### src/rtl/rv_pipe_pkg.sv
// Shared pipeline constants: default widths, control bundle bit map and the NOP bundle.
package rv_pipe_pkg;

   localparam int unsigned XLEN    = 32;
   localparam int unsigned ADDR_W  = 32;
   localparam int unsigned INST_W  = 32;
   localparam int unsigned RADDR_W = 5;
   localparam int unsigned CTRL_W  = 6;

   // Control bundle bit positions, MSB..LSB
   localparam int unsigned CTRL_BRANCH   = 5;
   localparam int unsigned CTRL_MEMREAD  = 4;
   localparam int unsigned CTRL_MEMTOREG = 3;
   localparam int unsigned CTRL_MEMWRITE = 2;
   localparam int unsigned CTRL_ALUSRC   = 1;
   localparam int unsigned CTRL_REGWRITE = 0;

   // An all-zero bundle writes nothing and touches no memory
   localparam logic [CTRL_W-1:0] CTRL_NOP = '0;

endpackage

### src/rtl/pipe_skid_buf.sv
// Generic valid/ready pipeline buffer. SKID=1 gives a second entry so that in_ready
// depends only on registered state; SKID=0 is a plain single-entry register slice.
// flush drops every held entry. Data of an emptied main entry is retained.
module pipe_skid_buf #(
   parameter int unsigned PAYLOAD_W = 32,
   parameter bit          SKID      = 1'b1
) (
   input  logic                 clk,
   input  logic                 rst_n,
   input  logic                 flush,
   input  logic                 in_valid,
   output logic                 in_ready,
   input  logic [PAYLOAD_W-1:0] in_data,
   output logic                 out_valid,
   input  logic                 out_ready,
   output logic [PAYLOAD_W-1:0] out_data,
   output logic [1:0]           occupancy
);

   logic                 main_valid_q, skid_valid_q;
   logic [PAYLOAD_W-1:0] main_data_q, skid_data_q;
   logic                 in_xfer, out_xfer;

   // Ready path: registered-only when the skid entry exists
   always_comb begin
      if (SKID) begin
         in_ready = ~skid_valid_q;
      end else begin
         in_ready = ~main_valid_q | out_ready;
      end
   end

   assign in_xfer   = in_valid & in_ready;
   assign out_xfer  = main_valid_q & out_ready;
   assign out_valid = main_valid_q;
   assign out_data  = main_data_q;
   assign occupancy = {1'b0, main_valid_q} + {1'b0, skid_valid_q};

   // Main/skid entry update; skid always drains into main first to keep FIFO order
   always_ff @(posedge clk) begin
      if (!rst_n) begin
         main_valid_q <= 1'b0;
         skid_valid_q <= 1'b0;
         main_data_q  <= '0;
         skid_data_q  <= '0;
      end else if (flush) begin
         main_valid_q <= 1'b0;
         skid_valid_q <= 1'b0;
      end else if (!main_valid_q || out_xfer) begin
         if (skid_valid_q) begin
            main_data_q  <= skid_data_q;
            main_valid_q <= 1'b1;
            skid_valid_q <= 1'b0;
         end else if (in_xfer) begin
            main_data_q  <= in_data;
            main_valid_q <= 1'b1;
         end else begin
            main_valid_q <= 1'b0;
         end
      end else if (in_xfer) begin
         // Main is stalled, park the new beat
         skid_data_q  <= in_data;
         skid_valid_q <= 1'b1;
      end
   end

endmodule

### src/rtl/id_ex_pipe_stage.sv
// ID->EX pipeline register with valid/ready handshake, flush and load-use bubble insertion.
// Optional build macro ID_EX_SKID_EN adds a second (skid) entry and a registered in_ready.
// ctrl_out is a NOP whenever out_valid is low so an empty slot is harmless downstream.
module id_ex_pipe_stage
   import rv_pipe_pkg::*;
#(
   parameter int unsigned XLEN    = rv_pipe_pkg::XLEN,
   parameter int unsigned ADDR_W  = rv_pipe_pkg::ADDR_W,
   parameter int unsigned INST_W  = rv_pipe_pkg::INST_W,
   parameter int unsigned RADDR_W = rv_pipe_pkg::RADDR_W,
   parameter int unsigned CTRL_W  = rv_pipe_pkg::CTRL_W
) (
   input  logic               clk,
   input  logic               rst_n,
   input  logic               in_valid,
   output logic               in_ready,
   input  logic [CTRL_W-1:0]  ctrl_in,
   input  logic [XLEN-1:0]    rs1_data_in,
   input  logic [XLEN-1:0]    rs2_data_in,
   input  logic [XLEN-1:0]    imm_in,
   input  logic [ADDR_W-1:0]  pc_in,
   input  logic [INST_W-1:0]  inst_in,
   input  logic [RADDR_W-1:0] rd_in,
   input  logic [RADDR_W-1:0] rs1_in,
   input  logic [RADDR_W-1:0] rs2_in,
   input  logic               flush,
   input  logic               bubble,
   output logic               out_valid,
   input  logic               out_ready,
   output logic [CTRL_W-1:0]  ctrl_out,
   output logic [XLEN-1:0]    rs1_data_out,
   output logic [XLEN-1:0]    rs2_data_out,
   output logic [XLEN-1:0]    imm_out,
   output logic [ADDR_W-1:0]  pc_out,
   output logic [INST_W-1:0]  inst_out,
   output logic [RADDR_W-1:0] rd_out,
   output logic [RADDR_W-1:0] rs1_out,
   output logic [RADDR_W-1:0] rs2_out,
   output logic [1:0]         occupancy
);

   localparam int unsigned DATA_W    = 3 * XLEN + ADDR_W + INST_W + 3 * RADDR_W;
   localparam int unsigned PAYLOAD_W = CTRL_W + DATA_W;

   logic [DATA_W-1:0] data_in;

   assign data_in = {rs1_data_in, rs2_data_in, imm_in, pc_in, inst_in, rd_in, rs1_in, rs2_in};

`ifdef ID_EX_SKID_EN

   logic                 buf_in_ready, buf_in_valid, buf_out_valid;
   logic [PAYLOAD_W-1:0] buf_out_data;
   logic [CTRL_W-1:0]    ctrl_raw;

   assign in_ready     = rst_n & buf_in_ready & ~bubble & ~flush;
   // Bubble/flush gating is already folded into in_ready
   assign buf_in_valid = in_valid & in_ready;

   pipe_skid_buf #(
      .PAYLOAD_W (PAYLOAD_W),
      .SKID      (1'b1)
   ) u_skid_buf (
      .clk       (clk),
      .rst_n     (rst_n),
      .flush     (flush),
      .in_valid  (buf_in_valid),
      .in_ready  (buf_in_ready),
      .in_data   ({ctrl_in, data_in}),
      .out_valid (buf_out_valid),
      .out_ready (out_ready),
      .out_data  (buf_out_data),
      .occupancy (occupancy)
   );

   assign out_valid = buf_out_valid;
   assign {ctrl_raw, rs1_data_out, rs2_data_out, imm_out, pc_out, inst_out,
           rd_out, rs1_out, rs2_out} = buf_out_data;
   assign ctrl_out  = buf_out_valid ? ctrl_raw : CTRL_NOP;

`else

   logic              valid_q;
   logic [CTRL_W-1:0] ctrl_q;
   logic [DATA_W-1:0] data_q;
   logic              in_xfer, out_xfer;

   assign in_ready = rst_n & ~flush & ~bubble & (~valid_q | out_ready);
   assign in_xfer  = in_valid & in_ready;
   assign out_xfer = valid_q & out_ready;

   // Single entry: flush > bubble > handshake; ctrl cleared whenever the slot empties
   always_ff @(posedge clk) begin
      if (!rst_n) begin
         valid_q <= 1'b0;
         ctrl_q  <= CTRL_NOP;
         data_q  <= '0;
      end else if (flush) begin
         valid_q <= 1'b0;
         ctrl_q  <= CTRL_NOP;
      end else if (bubble) begin
         // Never overwrite an entry EX has not taken yet
         if (out_ready || !valid_q) begin
            valid_q <= 1'b0;
            ctrl_q  <= CTRL_NOP;
         end
      end else if (in_xfer) begin
         valid_q <= 1'b1;
         ctrl_q  <= ctrl_in;
         data_q  <= data_in;
      end else if (out_xfer) begin
         valid_q <= 1'b0;
         ctrl_q  <= CTRL_NOP;
      end
   end

   assign out_valid = valid_q;
   assign ctrl_out  = ctrl_q;
   assign {rs1_data_out, rs2_data_out, imm_out, pc_out, inst_out, rd_out, rs1_out, rs2_out} = data_q;
   assign occupancy = {1'b0, valid_q};

`endif

endmodule

### config.mk
export PLATFORM = sky130hd
export DESIGN_NAME = id_ex_pipe_stage
export DESIGN_NICKNAME = d
export VERILOG_FILES = /design/src/rtl/rv_pipe_pkg.sv /design/src/rtl/pipe_skid_buf.sv /design/src/rtl/id_ex_pipe_stage.sv
export SDC_FILE = /design/constraint.sdc
export NUM_CORES = 1
export LEC_CHECK = 0
export BUFFER_PORTS_ARGS = -buffer_cell sky130_fd_sc_hd__buf_2
export CAP_MARGIN = 20
export CORE_AREA = 2 2 143 145
export DETAILED_ROUTE_END_ITERATION = 8
export DIE_AREA = 0 0 145 147
export GPL_TIMING_DRIVEN = 0
export PLACE_DENSITY = 0.69
export SYNTH_ARGS = -nofsm -noshare
export SYNTH_HDL_FRONTEND = slang
export SYNTH_SLANG_ARGS = --single-unit
### constraint.sdc
create_clock -name clk -period 1.79 [get_ports clk]
set_input_delay 0.537 -clock clk [delete_from_list [all_inputs] [get_ports clk]]
set_output_delay 0.537 -clock clk [all_outputs]
set_load 0.005 [all_outputs]
### Word level (Yosys, flattened, before mapping)

Cells that the tools add are included.

| storage, ports and cells | value |
|---|---|
| output and inout port bits | 185 |
| register bits after elaboration | 182 |
| word-level logic and storage cells | 28 |
| input bits | 187 |

| cells by class | value |
|---|---|
| bitwise operators | 10 |
| multiplexer cells | 8 |
| reductions and logical operators | 6 |
| eq/ne operators | 1 |

Operators by type and width:

| kind | count |
|---|---|
| two-way mux 6 bit | 4 |
| bitwise AND 1 bit | 5 |
| two-way mux 1 bit | 4 |
| NOT 1 bit | 4 |
| AND reduction 3 bit | 1 |
| nonzero test 3 bit | 1 |
| inequality test 2 x 1 -> 1 bit (second input constant) | 1 |
| AND reduction 2 bit | 1 |
| OR reduction 2 bit | 1 |
| logical NOT 1 bit | 1 |
| logical OR 1 bit | 1 |
| bitwise OR 1 bit | 1 |

### Logic depth before layout (Yosys ltp)

Gate-level depths: netlist (run 1).

| depth | value |
|---|---|
| depth in word-level cells | 7 |
| mapped depth | 7 |
| depth with buffers taken out | 3 |

### Worst setup path before layout (run 1)

Ideal clock, no wire load.

| timing path | value |
|---|---|
| path kind | input to register |
| from | input rst_n |
| to | register data_q[119] |
| required time | 1.670 ns |
| stages | 7 |
| setup time | 0.120 ns |
| slack | -0.082 ns |
| buffers on the path | 4 |
| arrival | 1.752 ns |
| cell sequence | buf_2 -> nand2b_1 -> or4b_1 -> buf_2 -> buf_6 -> buf_6 -> mux2i_1 |

| on the way | value |
|---|---|
| cells in the longest elaborated chain, start to end | 5 |

Ends and longest elaborated chain:

| what | line | RTL |
|---|---|---|
| from (decl) | id_ex_pipe_stage.sv:14 | `input logic rst_n,` |
| bitwise AND 1 bit (3 in a row) | id_ex_pipe_stage.sv:87 | `assign in_ready = rst_n & ~flush & ~bubble & (~valid_q \| out_ready);` |
| bitwise AND 1 bit | id_ex_pipe_stage.sv:88 | `assign in_xfer = in_valid & in_ready;` |
| AND reduction 3 bit (no line) | -- |  |
| to (signal assigned) | id_ex_pipe_stage.sv:109 | `data_q <= data_in;` |
| to (decl) | id_ex_pipe_stage.sv:84 | `logic [DATA_W-1:0] data_q;` |

Several ways; a longest one is shown, not always the timed one.
A chain may end at the register's enable or synchronous reset.

### Final worst setup path (run 1)

| timing path | value |
|---|---|
| from | register valid_q (netlist: out_valid) |
| to | register data_q[51] |

| on the way | value |
|---|---|
| cells in the longest elaborated chain, start to end | 5 |

Ends and longest elaborated chain:

| what | line | RTL |
|---|---|---|
| from (decl) | id_ex_pipe_stage.sv:82 | `logic valid_q;` |
| from (signal assigned) | id_ex_pipe_stage.sv:94 | `valid_q <= 1'b0;` |
| from (signal assigned) | id_ex_pipe_stage.sv:98 | `valid_q <= 1'b0;` |
| from (signal assigned) | id_ex_pipe_stage.sv:103 | `valid_q <= 1'b0;` |
| NOT 1 bit | id_ex_pipe_stage.sv:87 |  |
| bitwise OR 1 bit | id_ex_pipe_stage.sv:87 |  |
| bitwise AND 1 bit | id_ex_pipe_stage.sv:87 |  |
| bitwise AND 1 bit | id_ex_pipe_stage.sv:88 |  |
| AND reduction 3 bit (no line) | -- |  |

No other way between the ends.

==> run summary, run 1 <==
========================================================================================
Run status ................................................................ complete, no violations
Chain of cells forming the critical path .................................. nor2b_4 > or4b_4 > buf_6 > buf_8 > buf_8 > mux2i_2
Max clock buf depth .......................................................            2
Largest net degree at the start of global routing .........................           17
Boundary pin count ........................................................          372
Number of buffers created by CTS ..........................................           17
Maximum clock frequency ...................................................      572 MHz
Commonest non-fill, non-tap cell in the layout ............................ sky130_fd_sc_hd__buf_2
CORE AREA .................................................................   19800 um^2
Area enclosed by the die boundary .........................................   21300 um^2
Vias ......................................................................         6084
Shortest period the worst path allows .....................................      1.75 ns
Finished Core Util ........................................................        50.7%
H-tree depth ..............................................................            4
Die boundary width ........................................................       145 um
Fin. max-slew vios ........................................................            0
Num rows ..................................................................           52
Fraction of layout cells with a size suffix above 1 .......................        37.1%
Sequential cell area ......................................................    3650 um^2
Setup crit end kind .......................................................    flip-flop
Most frequent cell on the critical path ................................... sky130_fd_sc_hd__buf_8
Root buffer selected by CTS ............................................... sky130_fd_sc_hd__clkbuf_16
Detailed-route DRC error count ............................................            0
Commonest non-fill, non-tap cells in the layout ........................... sky130_fd_sc_hd__buf_2, sky130_fd_sc_hd__dfxtp_1, sky130_fd_sc_hd__inv_1, sky130_fd_sc_hd__nand2_1, sky130_fd_sc_hd__mux2i_1
Clock net sink count ......................................................          182
Detailed router's first-iteration violation count .........................          136
Number of setup violations in the final report ............................            0
Vias in the first global route ............................................         6082
Overflow left after global routing ........................................            0
Portion of the post-synthesis area used by sequential elements ............        51.2%
Worst setup skew after layout .............................................    0.0112 ns
Routed wire length ........................................................     19200 um
Layout filler cell count ..................................................         1882
Synthesized netlist cell count ............................................          765
Standard cell with the maximum stage delay on the critical path ........... sky130_fd_sc_hd__or4b_4
Total half-perimeter wirelength after legalization and detailed placement .     15100 um
Clock transition at the registers of the reported paths ...................      0.07 ns
Initial standard-cell utilization of the core .............................        35.9%
Total Routing Usage GR ....................................................        17.8%
R2R cell count ............................................................            6
Normalized max-slew margin ................................................        49.4%
Synthesized area ..........................................................    7120 um^2
Total nets after synthesis ................................................          952
Number of port buffers ....................................................          369
Gp weighted congestion ....................................................        0.818
Critical Path Fanout Max ..................................................           10
Count of TritonRoute iterations in the first routing pass .................            4
Area Growth Syn to Fin ....................................................        41.3%
Leakage ...................................................................   0.00651 uW
Chip height ...............................................................       147 um
Slew at the pin closest to its max-slew limit .............................     0.759 ns
Clk Latency, worst-skew pair ..............................................      0.42 ns
Layout Nets ...............................................................         1343
Areal power density over the cells ........................................  905 nW/um^2
Average wire per standard cell ............................................      13.3 um
Crit path DAT .............................................................      2.05 ns
Number of warnings printed during yosys synthesis .........................            0
Final period util .........................................................        97.7%
Synthesis-stage register bit count ........................................          182
Multi-input gate area .....................................................    2560 um^2
IR Drop Worst-Case VDD ....................................................       704 uV
Average footprint of a synthesized cell ...................................    9.30 um^2
Critical path's largest stage delay .......................................      0.50 ns
Number of stages on the worst hold path ...................................            2
Vias per std cell .........................................................         4.23
Startpoint type of the worst setup path ...................................    flip-flop
Initial antenna violation count ...........................................            1
First-pass GRT wire length ................................................     30400 um
Setup repair after global routing missed its margin .......................         true
CP Class ..................................................................      reg2reg
Worst min-delay path class ................................................       in2reg
Sum of internal, switching and leakage power ..............................      9100 uW
Maximum capacitance violations ............................................            0
Final Hold Violating Endpoints ............................................            0
CTS tree ..................................................................        built
R2R setup slack ...........................................................      0.04 ns
Remaining antenna violation count .........................................            0
Required time at the endpoint of the critical path ........................      2.09 ns
Yosys cell types ..........................................................           17
========================================================================================
## worst paths after layout
| check | start | to |
|---|---|---|
| worst max-delay path | out_valid$_SDFFE_PP0P_ | data_q[51]$_SDFFE_PN0P_ |
| worst min-delay path | ctrl_in[5] | ctrl_out[5]$_SDFFE_PP0P_ |
| worst max register to register | out_valid$_SDFFE_PP0P_ | data_q[51]$_SDFFE_PN0P_ |
| worst min register to register | data_q[74]$_SDFFE_PN0P_ | data_q[74]$_SDFFE_PN0P_ |
## timing repair
item                                    CTS  global route
hold buffers                              0             0
pin swaps                                 1             0
endpoints found under the setup margin    1           142
setup buffers                             0             2
gates resized for setup                   3            12
## critical path, delay by kind of cell (launching register included)
| family | cells | cell delay, ns |
|---|---|---|
| simple gates | 2 | 0.64 |
| buf+inv | 3 | 0.47 |
| flops | 1 | 0.35 |
| mux | 1 | 0.15 |
## layer usage
layer	part of all wire (%)	global-route usage, %	vias up
li1	-	-	3096
met1	41	19.4	2742
met2	50	32.3	218
met3	7.1	6.24	28
met4	2.1	5.59	0
met5	0	0	-
## area by class of cell
cell class                 count  share of cell area (%)
multi-input combinational    366                    25.5
inverter                     175                    6.53
antenna                        1                  0.0249
clock buffer                  19                    4.40
clock inverter                13                    1.90
timing repair buffer         372                    18.6
sequential                   182                    36.3
buffer                        42                    3.45
tap                          270                    3.36
## state kept, by name (all words and copies together) (netlist names)
register / cells
data_q: 175
ctrl_out: 6
out_valid: 1
## Yosys cell counts
cell / count / area (um^2)
sky130_fd_sc_hd__dfxtp_1: 182 / 3640
sky130_fd_sc_hd__inv_1: 175 / 657
sky130_fd_sc_hd__mux2i_1: 175 / 1750
sky130_fd_sc_hd__nand2_1: 175 / 657
sky130_fd_sc_hd__clkbuf_1: 19 / 71.3
sky130_fd_sc_hd__buf_6: 16 / 180
sky130_fd_sc_hd__a22o_1: 6 / 52.6
sky130_fd_sc_hd__buf_2: 5 / 25.0
sky130_fd_sc_hd__a21oi_1: 2 / 10.0
sky130_fd_sc_hd__buf_4: 2 / 15.0
sky130_fd_sc_hd__nand2b_1: 2 / 12.5
sky130_fd_sc_hd__conb_1: 1 / 3.75
sky130_fd_sc_hd__nor2b_1: 1 / 6.26
sky130_fd_sc_hd__nor3_1: 1 / 5.00
sky130_fd_sc_hd__nor4b_1: 1 / 8.76
sky130_fd_sc_hd__or3_1: 1 / 6.26
sky130_fd_sc_hd__or4b_1: 1 / 10.0
## power breakdown
group / internal [uW] / switching [uW]
Sequential: 4190 / 68.2
Combinational: 414 / 386
Clock: 2400 / 1640
## metrics by stage
step	hold slack (ns)	cell area, um^2	cells	setup TNS [ns]	setup WS, ns
floorplan	0.454	7160	765	-2.47	-0.0185
global placement	0.441	9340	1404	-34.71	-0.307
detailed placement	0.448	9340	1404	-34.88	-0.306
CTS	0.312	9990	1436	0	0.00365
global route	0.316	10100	1439	-0.00279	-0.00248
finish	0.334	10100	1440	0	0.0416
## cells by family after synthesis
group	count (synthesis)	share of synthesized area [%]
buf+inv	217	13.3
flops	182	51.2
simple gates	182	9.92
mux	175	24.6
compound gates	8	0.879
other cells	1	0.0527
(Power assumes the default switching activity.)
==> inputs of run 2 (changes only) <==
--- a/config.mk
+++ b/config.mk
@@ -8,10 +8,11 @@
 export BUFFER_PORTS_ARGS = -buffer_cell sky130_fd_sc_hd__buf_2
 export CAP_MARGIN = 20
 export CORE_AREA = 2 2 143 145
+export CTS_CLUSTER_DIAMETER = 30
 export DETAILED_ROUTE_END_ITERATION = 8
 export DIE_AREA = 0 0 145 147
 export GPL_TIMING_DRIVEN = 0
-export PLACE_DENSITY = 0.69
+export PLACE_DENSITY = 0.67
 export SYNTH_ARGS = -nofsm -noshare
 export SYNTH_HDL_FRONTEND = slang
 export SYNTH_SLANG_ARGS = --single-unit
==> run summary, run 2 (synthesis results as in run 1) <==
========================================================================================
CP Class ..................................................................      reg2reg
Startpoint of the most critical hold path .................................   ctrl_in[0]
Final period util .........................................................        97.6%   about the same
R2R cell count ............................................................            6   unchanged
Setup repair after global routing missed its margin .......................        false
Normalized max-slew margin ................................................        55.2%   +5.8 points
Shortest period the worst path allows .....................................      1.75 ns   -0.000886 ns
Average wire per standard cell ............................................      13.3 um   +0.12%
Run status ................................................................ complete, no violations
Commonest non-fill, non-tap cells in the layout ........................... sky130_fd_sc_hd__buf_2, sky130_fd_sc_hd__dfxtp_1, sky130_fd_sc_hd__inv_1, sky130_fd_sc_hd__nand2_1, sky130_fd_sc_hd__mux2i_1
Final Hold Violating Endpoints ............................................            0   unchanged
Detailed router's first-iteration violation count .........................          162   +19%
H-tree depth ..............................................................            4   unchanged
Number of stages on the worst hold path ...................................            2   unchanged
CTS tree ..................................................................        built
Amount of wire on met2 after detailed routing .............................      9610 um   about the same
Root buffer selected by CTS ............................................... sky130_fd_sc_hd__clkbuf_16
Critical Path Fanout Max ..................................................           10   unchanged
Max clock buf depth .......................................................            2   unchanged
Crit path DAT .............................................................      2.05 ns   about the same
Clk Latency, worst-skew pair ..............................................      0.42 ns   about the same
First-pass GRT wire length ................................................     30200 um   -0.52%
Count of TritonRoute iterations in the first routing pass .................            4   unchanged
Worst setup skew after layout .............................................   0.00482 ns   -0.00635 ns
Register with the most flip-flops .........................................       data_q
Largest net degree at the start of global routing .........................           18   +1
Setup crit end kind .......................................................    flip-flop
Total Routing Usage GR ....................................................        17.8%   +0.020 points
Max reg flops .............................................................          175   unchanged
Fraction of layout cells with a size suffix above 1 .......................        36.8%   -0.31 points
Final Instance Area .......................................................   10000 um^2   -0.46%
Gp weighted congestion ....................................................        0.797   -2.6%
Overflow left after global routing ........................................            0   unchanged
Slew at the pin closest to its max-slew limit .............................     0.672 ns   -0.0872 ns
Routed wire length ........................................................     19200 um   about the same
Area Growth Syn to Fin ....................................................        40.7%
Leakage ...................................................................   0.00651 uW   about the same
Initial standard-cell utilization of the core .............................        35.9%   unchanged
Vias in the first global route ............................................         5956   -2.1%
Required time at the endpoint of the critical path ........................      2.09 ns   about the same
IR Drop Worst-Case VDD ....................................................       571 uV   -19%
CORE AREA .................................................................   19800 um^2   unchanged
Highest routed metal layer ................................................         met4
Cell Area, Placed .........................................................    9350 um^2   +0.11%
Layout Nets ...............................................................         1342   -0.074%
Startpoint type of the worst setup path ...................................    flip-flop
Clock transition at the registers of the reported paths ...................      0.07 ns   about the same
Areal power density over the cells ........................................  875 nW/um^2   -3.3%
Fin. max-slew vios ........................................................            0   unchanged
Vias ......................................................................         6083   -0.016%
Antenna cells .............................................................            0   -1
Number of port buffers ....................................................          369   unchanged
Launch point of the worst reg-to-reg path ................................. out_valid$_SDFFE_PP0P_
Remaining antenna violation count .........................................            0   unchanged
Worst min-delay path class ................................................       in2reg
Maximum clock frequency ...................................................      572 MHz   about the same
Hold endpoint ............................................................. ctrl_out[0]$_SDFFE_PP0P_
WL met3 ...................................................................      1400 um   +3.2%
Chip height ...............................................................       147 um   unchanged
Commonest non-fill, non-tap cell in the layout ............................ sky130_fd_sc_hd__buf_2
Sum of internal, switching and leakage power ..............................      8760 uW   -3.7%
Num rows ..................................................................           52   unchanged
Final worst hold slack ....................................................     0.332 ns   -0.00238 ns
Total half-perimeter wirelength after legalization and detailed placement .     15100 um   +0.26%
R2R setup slack ...........................................................      0.04 ns   about the same
Detailed-route DRC error count ............................................            0   unchanged
Die boundary width ........................................................       145 um   unchanged
Initial antenna violation count ...........................................            0   -1
Number of setup violations in the final report ............................            0   unchanged
Maximum capacitance violations ............................................            0   unchanged
Area enclosed by the die boundary .........................................   21300 um^2   unchanged
Boundary pin count ........................................................          372   unchanged
Vias per std cell .........................................................         4.23   +0.12%
Number of buffers created by CTS ..........................................           17   unchanged
WL met1 ...................................................................      7740 um   -0.60%
Worst r2r dst ............................................................. data_q[44]$_SDFFE_PN0P_
Clock net sink count ......................................................          182   unchanged
========================================================================================
==> run 2: cell types whose count changed in the layout (fill, tap and decap cells not counted), moves of 3 or more <==
cell,change
sky130_fd_sc_hd__inv_8,+3
sky130_fd_sc_hd__mux2i_2,-3
sky130_fd_sc_hd__bufinv_16,-3
sky130_fd_sc_hd__mux2i_1,+3
sky130_fd_sc_hd__buf_12,+4
sky130_fd_sc_hd__buf_6,-6
==> run 2: report_power, final <==
part	internal [uW]	switching, uW
Clock	1970	1720
Sequential	4190	70.1
Combinational	417	382
Total	6580	2180
==> run 2: per-layer routing <==
metal | vias up | GRT usage (%)
met2 | 226 | 32.0
met3 | 28 | 5.84
met1 | 2743 | 19.6
li1 | 3086 | -
met5 | - | 0
met4 | 0 | 6.58
==> run 2: timing repair <==
| action | in CTS | in global routing |
|---|---|---|
| buffers inserted | 1 | 0 |
| gates cloned | 0 | 0 |
| pin swaps | 1 | 0 |
| gates resized for setup | 4 | 16 |
| setup endpoints to repair | 11 | 50 |
| hold buffers | 0 | 0 |
==> run 2: worst max path at each step <==
stage                               end  slack (ns)  cells after the start                   start
2_1_floorplan  data_q[100]$_SDFFE_PN0P_       -0.02                      7                   rst_n
3_5_place_dp    data_q[43]$_SDFFE_PN0P_       -0.34                      5                   rst_n
3_3_place_gp   ctrl_out[4]$_SDFFE_PP0P_       -0.42                      4                   flush
4_1_cts        data_q[114]$_SDFFE_PN0P_        0.01                      6  out_valid$_SDFFE_PP0P_
5_1_grt                        in_ready      0.0007                      3  out_valid$_SDFFE_PP0P_
6_report        data_q[44]$_SDFFE_PN0P_        0.04                      6  out_valid$_SDFFE_PP0P_
==> run 2: critical path, cell delays in order, from the launching register on <==
cell and delay (ns):
sky130_fd_sc_hd__dfxtp_4 0.34, sky130_fd_sc_hd__nor2b_2 0.17, sky130_fd_sc_hd__or4b_4 0.51, sky130_fd_sc_hd__buf_6 0.15
sky130_fd_sc_hd__buf_12 0.16, sky130_fd_sc_hd__buf_12 0.16, sky130_fd_sc_hd__mux2i_1 0.12
==> run 2: area by class of cell <==
type / instances / area, um^2
Sequential cell: 182 / 3650
Clock buffer: 18 / 429
Fill cell: 1896 / 9830
Timing Repair Buffer: 371 / 1860
Multi-Input combinational cell: 366 / 2540
Tap cell: 270 / 338
Buffer: 42 / 389
Clock inverter: 14 / 144
Inverter: 175 / 657
==> run 2: through the flow <==
| stage | util (%) | std cells | setup TNS (ns) | worst slack, ns |
|---|---|---|---|---|
| after global routing | 50.4 | 1438 | 0 | 0.000689 |
| final | 50.4 | 1438 | 0 | 0.0425 |
| after detailed placement | 47.1 | 1405 | -36.35 | -0.342 |
| after global placement | 47.1 | 1404 | -34.33 | -0.418 |
| after floorplan | - | 765 | -2.47 | -0.0185 |
| after CTS | 50.1 | 1438 | 0 | 0.0142 |
==> inputs of run 3 (changes only) <==
--- a/config.mk
+++ b/config.mk
@@ -7,12 +7,13 @@
 export LEC_CHECK = 0
 export BUFFER_PORTS_ARGS = -buffer_cell sky130_fd_sc_hd__buf_2
 export CAP_MARGIN = 20
-export CORE_AREA = 2 2 143 145
+export CORE_AREA = 2 2 145 147
 export CTS_CLUSTER_DIAMETER = 30
 export DETAILED_ROUTE_END_ITERATION = 8
-export DIE_AREA = 0 0 145 147
+export DIE_AREA = 0 0 147 149
 export GPL_TIMING_DRIVEN = 0
 export PLACE_DENSITY = 0.67
+export REMOVE_ABC_BUFFERS = 1
 export SYNTH_ARGS = -nofsm -noshare
 export SYNTH_HDL_FRONTEND = slang
 export SYNTH_SLANG_ARGS = --single-unit
==> constraint.sdc (replaced) <==
create_clock -name clk -period 1.65 [get_ports clk]
set_input_delay 0.495 -clock clk [delete_from_list [all_inputs] [get_ports clk]]
set_output_delay 0.495 -clock clk [all_outputs]
set_load 0.005 [all_outputs]
==> run summary, run 3 (synthesis results as in run 1) <==
========================================================================================
Vias per std cell .........................................................         4.29   +1.4%
Die boundary width ........................................................       147 um   +1.4%
Normalized max-slew margin ................................................        61.5%   +6.3 points
Worst min-delay path class ................................................       in2reg
Maximum clock frequency ...................................................      610 MHz   +6.5%
Cells after DPL ...........................................................         1372   -2.3%
CP Class ..................................................................      reg2reg
Crit path DAT .............................................................      1.94 ns   -0.11 ns
Slew at the pin closest to its max-slew limit .............................     0.576 ns   -0.0958 ns
Number of buffers created by CTS ..........................................           17   unchanged
Leakage ...................................................................   0.00664 uW   +2.0%
Worst setup skew after layout .............................................   0.00967 ns   +0.00484 ns
Register with the most flip-flops .........................................       data_q
H-tree depth ..............................................................            4   unchanged
Remaining antenna violation count .........................................            0   unchanged
Initial standard-cell utilization of the core .............................        34.6%   -1.2 points
Vias ......................................................................         6131   +0.79%
Initial antenna violation count ...........................................            1   +1
Max reg flops .............................................................          175   unchanged
Final worst hold slack ....................................................     0.303 ns   -0.0287 ns
Worst Setup Slack post-DPL ................................................     -1.43 ns   -1.09 ns
Commonest non-fill, non-tap cell in the layout ............................ sky130_fd_sc_hd__buf_2
Chain of cells forming the critical path .................................. nor2b_4 > or4b_4 > buf_12 > clkbuf_16 > mux2i_1
Routed wire length ........................................................     20300 um   +5.8%
Filler-free cell count of the finished design .............................         1430   -0.56%
Layout filler cell count ..................................................         1959   +3.3%
Overflow left after global routing ........................................            0   unchanged
Antenna cells .............................................................            0   unchanged
Proportion of power drawn by combinational gates ..........................         9.8%   +0.7 points
Total buffers and inverters traversed by the critical path ................            2   -1
Num rows ..................................................................           53   +1.9%
Highest routed metal layer ................................................         met5
Number of setup violations in the final report ............................            0   unchanged
Maximum capacitance violations ............................................            0   unchanged
Layout Nets ...............................................................         1329   -0.97%
Chip height ...............................................................       149 um   +1.4%
Critical Path Fanout Max ..................................................            9   -1
Clk Latency, worst-skew pair ..............................................      0.41 ns   about the same
Clock transition at the registers of the reported paths ...................      0.07 ns   about the same
Switch share ..............................................................        25.0%   +0.20 points
Run status ................................................................ complete, no violations
Commonest non-fill, non-tap cells in the layout ........................... sky130_fd_sc_hd__buf_2, sky130_fd_sc_hd__dfxtp_1, sky130_fd_sc_hd__inv_1, sky130_fd_sc_hd__nand2_1, sky130_fd_sc_hd__mux2i_1
CORE AREA .................................................................   20600 um^2   +3.6%
Fin. max-slew vios ........................................................            0   unchanged
Root buffer selected by CTS ............................................... sky130_fd_sc_hd__clkbuf_16
Detailed router's first-iteration violation count .........................          127   -22%
Critical path's largest stage delay .......................................      0.55 ns   +0.04 ns
Number of port buffers ....................................................          370   +0.27%
Final Hold Violating Endpoints ............................................            0   unchanged
Clock net sink count ......................................................          182   unchanged
Boundary pin count ........................................................          372   unchanged
Sw power ..................................................................      2370 uW   +8.8%
Cell Area, Placed .........................................................    9140 um^2   -2.3%
Finished Core Util ........................................................        49.9%   -0.56 points
WL met1 ...................................................................      8130 um   +5.0%
Area enclosed by the die boundary .........................................   21900 um^2   +2.8%
Required time at the endpoint of the critical path ........................      1.95 ns   -0.14 ns
Detailed-route DRC error count ............................................            0   unchanged
IR Drop Worst-Case VDD ....................................................       587 uV   +2.9%
Largest net degree at the start of global routing .........................           90   +72
Final period util .........................................................        99.4%   +1.8 points
Total half-perimeter wirelength after legalization and detailed placement .     12900 um   -15%
Setup crit end kind .......................................................    flip-flop
Areal power density over the cells ........................................  922 nW/um^2   +5.3%
Largest delay share family, worst path .................................... simple AND/OR/NAND/NOR gates
Area Growth Syn to Fin ....................................................        44.1%
Average wire per standard cell ............................................      14.2 um   +6.4%
Startpoint type of the worst setup path ...................................    flip-flop
Vias in the first global route ............................................         5964   +0.13%
First-pass GRT wire length ................................................     30100 um   -0.30%
Final Instance Area .......................................................   10300 um^2   +2.4%
Standard cell with the maximum stage delay on the critical path ........... sky130_fd_sc_hd__or4b_4
Total Routing Usage GR ....................................................        17.4%   -0.38 points
Amount of wire on met2 after detailed routing .............................     10200 um   +5.7%
Clock power frac ..........................................................        41.3%   -0.9 points
Quantity of hold-fixing buffers added after cts ...........................            0   unchanged
Internal power component ..................................................      7080 uW   +7.6%
Shortest period the worst path allows .....................................      1.64 ns   -0.107 ns
Least setup slack across all paths after layout ...........................   0.00952 ns   -0.0330 ns
Count of TritonRoute iterations in the first routing pass .................            4   unchanged
Fraction of layout cells with a size suffix above 1 .......................        37.7%   +0.93 points
CTS tree ..................................................................        built
Max clock buf depth .......................................................            2   unchanged
WL met3 ...................................................................      1530 um   +9.1%
Setup repair after global routing missed its margin .......................         true
Relative contribution of sequential cells to total power ..................        48.9%   +0.2 points
Gp weighted congestion ....................................................        0.764   -4.1%
========================================================================================
==> run 3: worst register-to-register path, cell delays in order (launching register included) <==
cell and delay (ns):
sky130_fd_sc_hd__dfxtp_2 0.32, sky130_fd_sc_hd__nor2b_4 0.13, sky130_fd_sc_hd__or4b_4 0.55, sky130_fd_sc_hd__buf_12 0.19, sky130_fd_sc_hd__clkbuf_16 0.21, sky130_fd_sc_hd__mux2i_1 0.12
==> run 3: worst paths after layout <==
path	from	end	slack [ns]	cells after the start
worst max register to register	out_valid$_SDFFE_PP0P_	data_q[150]$_SDFFE_PN0P_	0.01	5
worst min-delay path	ctrl_in[5]	ctrl_out[5]$_SDFFE_PP0P_	0.30	2
worst min register to register	data_q[128]$_SDFFE_PN0P_	data_q[128]$_SDFFE_PN0P_	0.45	2
worst max-delay path	out_valid$_SDFFE_PP0P_	data_q[150]$_SDFFE_PN0P_	0.01	5
==> run 3: final cells by class <==
type                    instances  area (um^2)  share of cell area (%)
flip-flops and latches        182         3640                    35.5
clock inverters                12          116                    1.13
clock buffers                  20          447                    4.36
well taps                     275          344                    3.35
multi-input cells             367         2570                    25.0
inverters                     175          657                    6.40
repair buffers                399         2480                    24.2
==> run 3: metrics by stage <==
stage                     power (uW)   TNS, ns
after floorplan                 5090   -884.99
after global placement          5610  -1554.49
after detailed placement        5550   -208.17
after CTS                       9570    -0.625
after global routing            9880    -0.639
final                           9450         0
==> run 3: repair_timing <==
| item | CTS | global route |
|---|---|---|
| gates resized for setup | 22 | 3 |
| endpoints found under the setup margin | 183 | 151 |
| setup buffers | 10 | 1 |
| gates cloned | 11 | 5 |
| pin swaps | 2 | 1 |
==> run 3: power groups by stage <==
stage               clock [uW]  combinational, uW  sequential, uW
CTS                       4030                919            4620
global placement             0                886            4720
global route              4220               1020            4640
floorplan                    0                346            4750
finish                    3900                929            4620
detailed placement           0                825            4720
==> run 3: routing by layer <==
layer	GRT usage, %	vias up
met2	31.1	246
met5	0	-
met1	19.3	2787
li1	-	3065
met3	5.93	31
met4	6.11	2
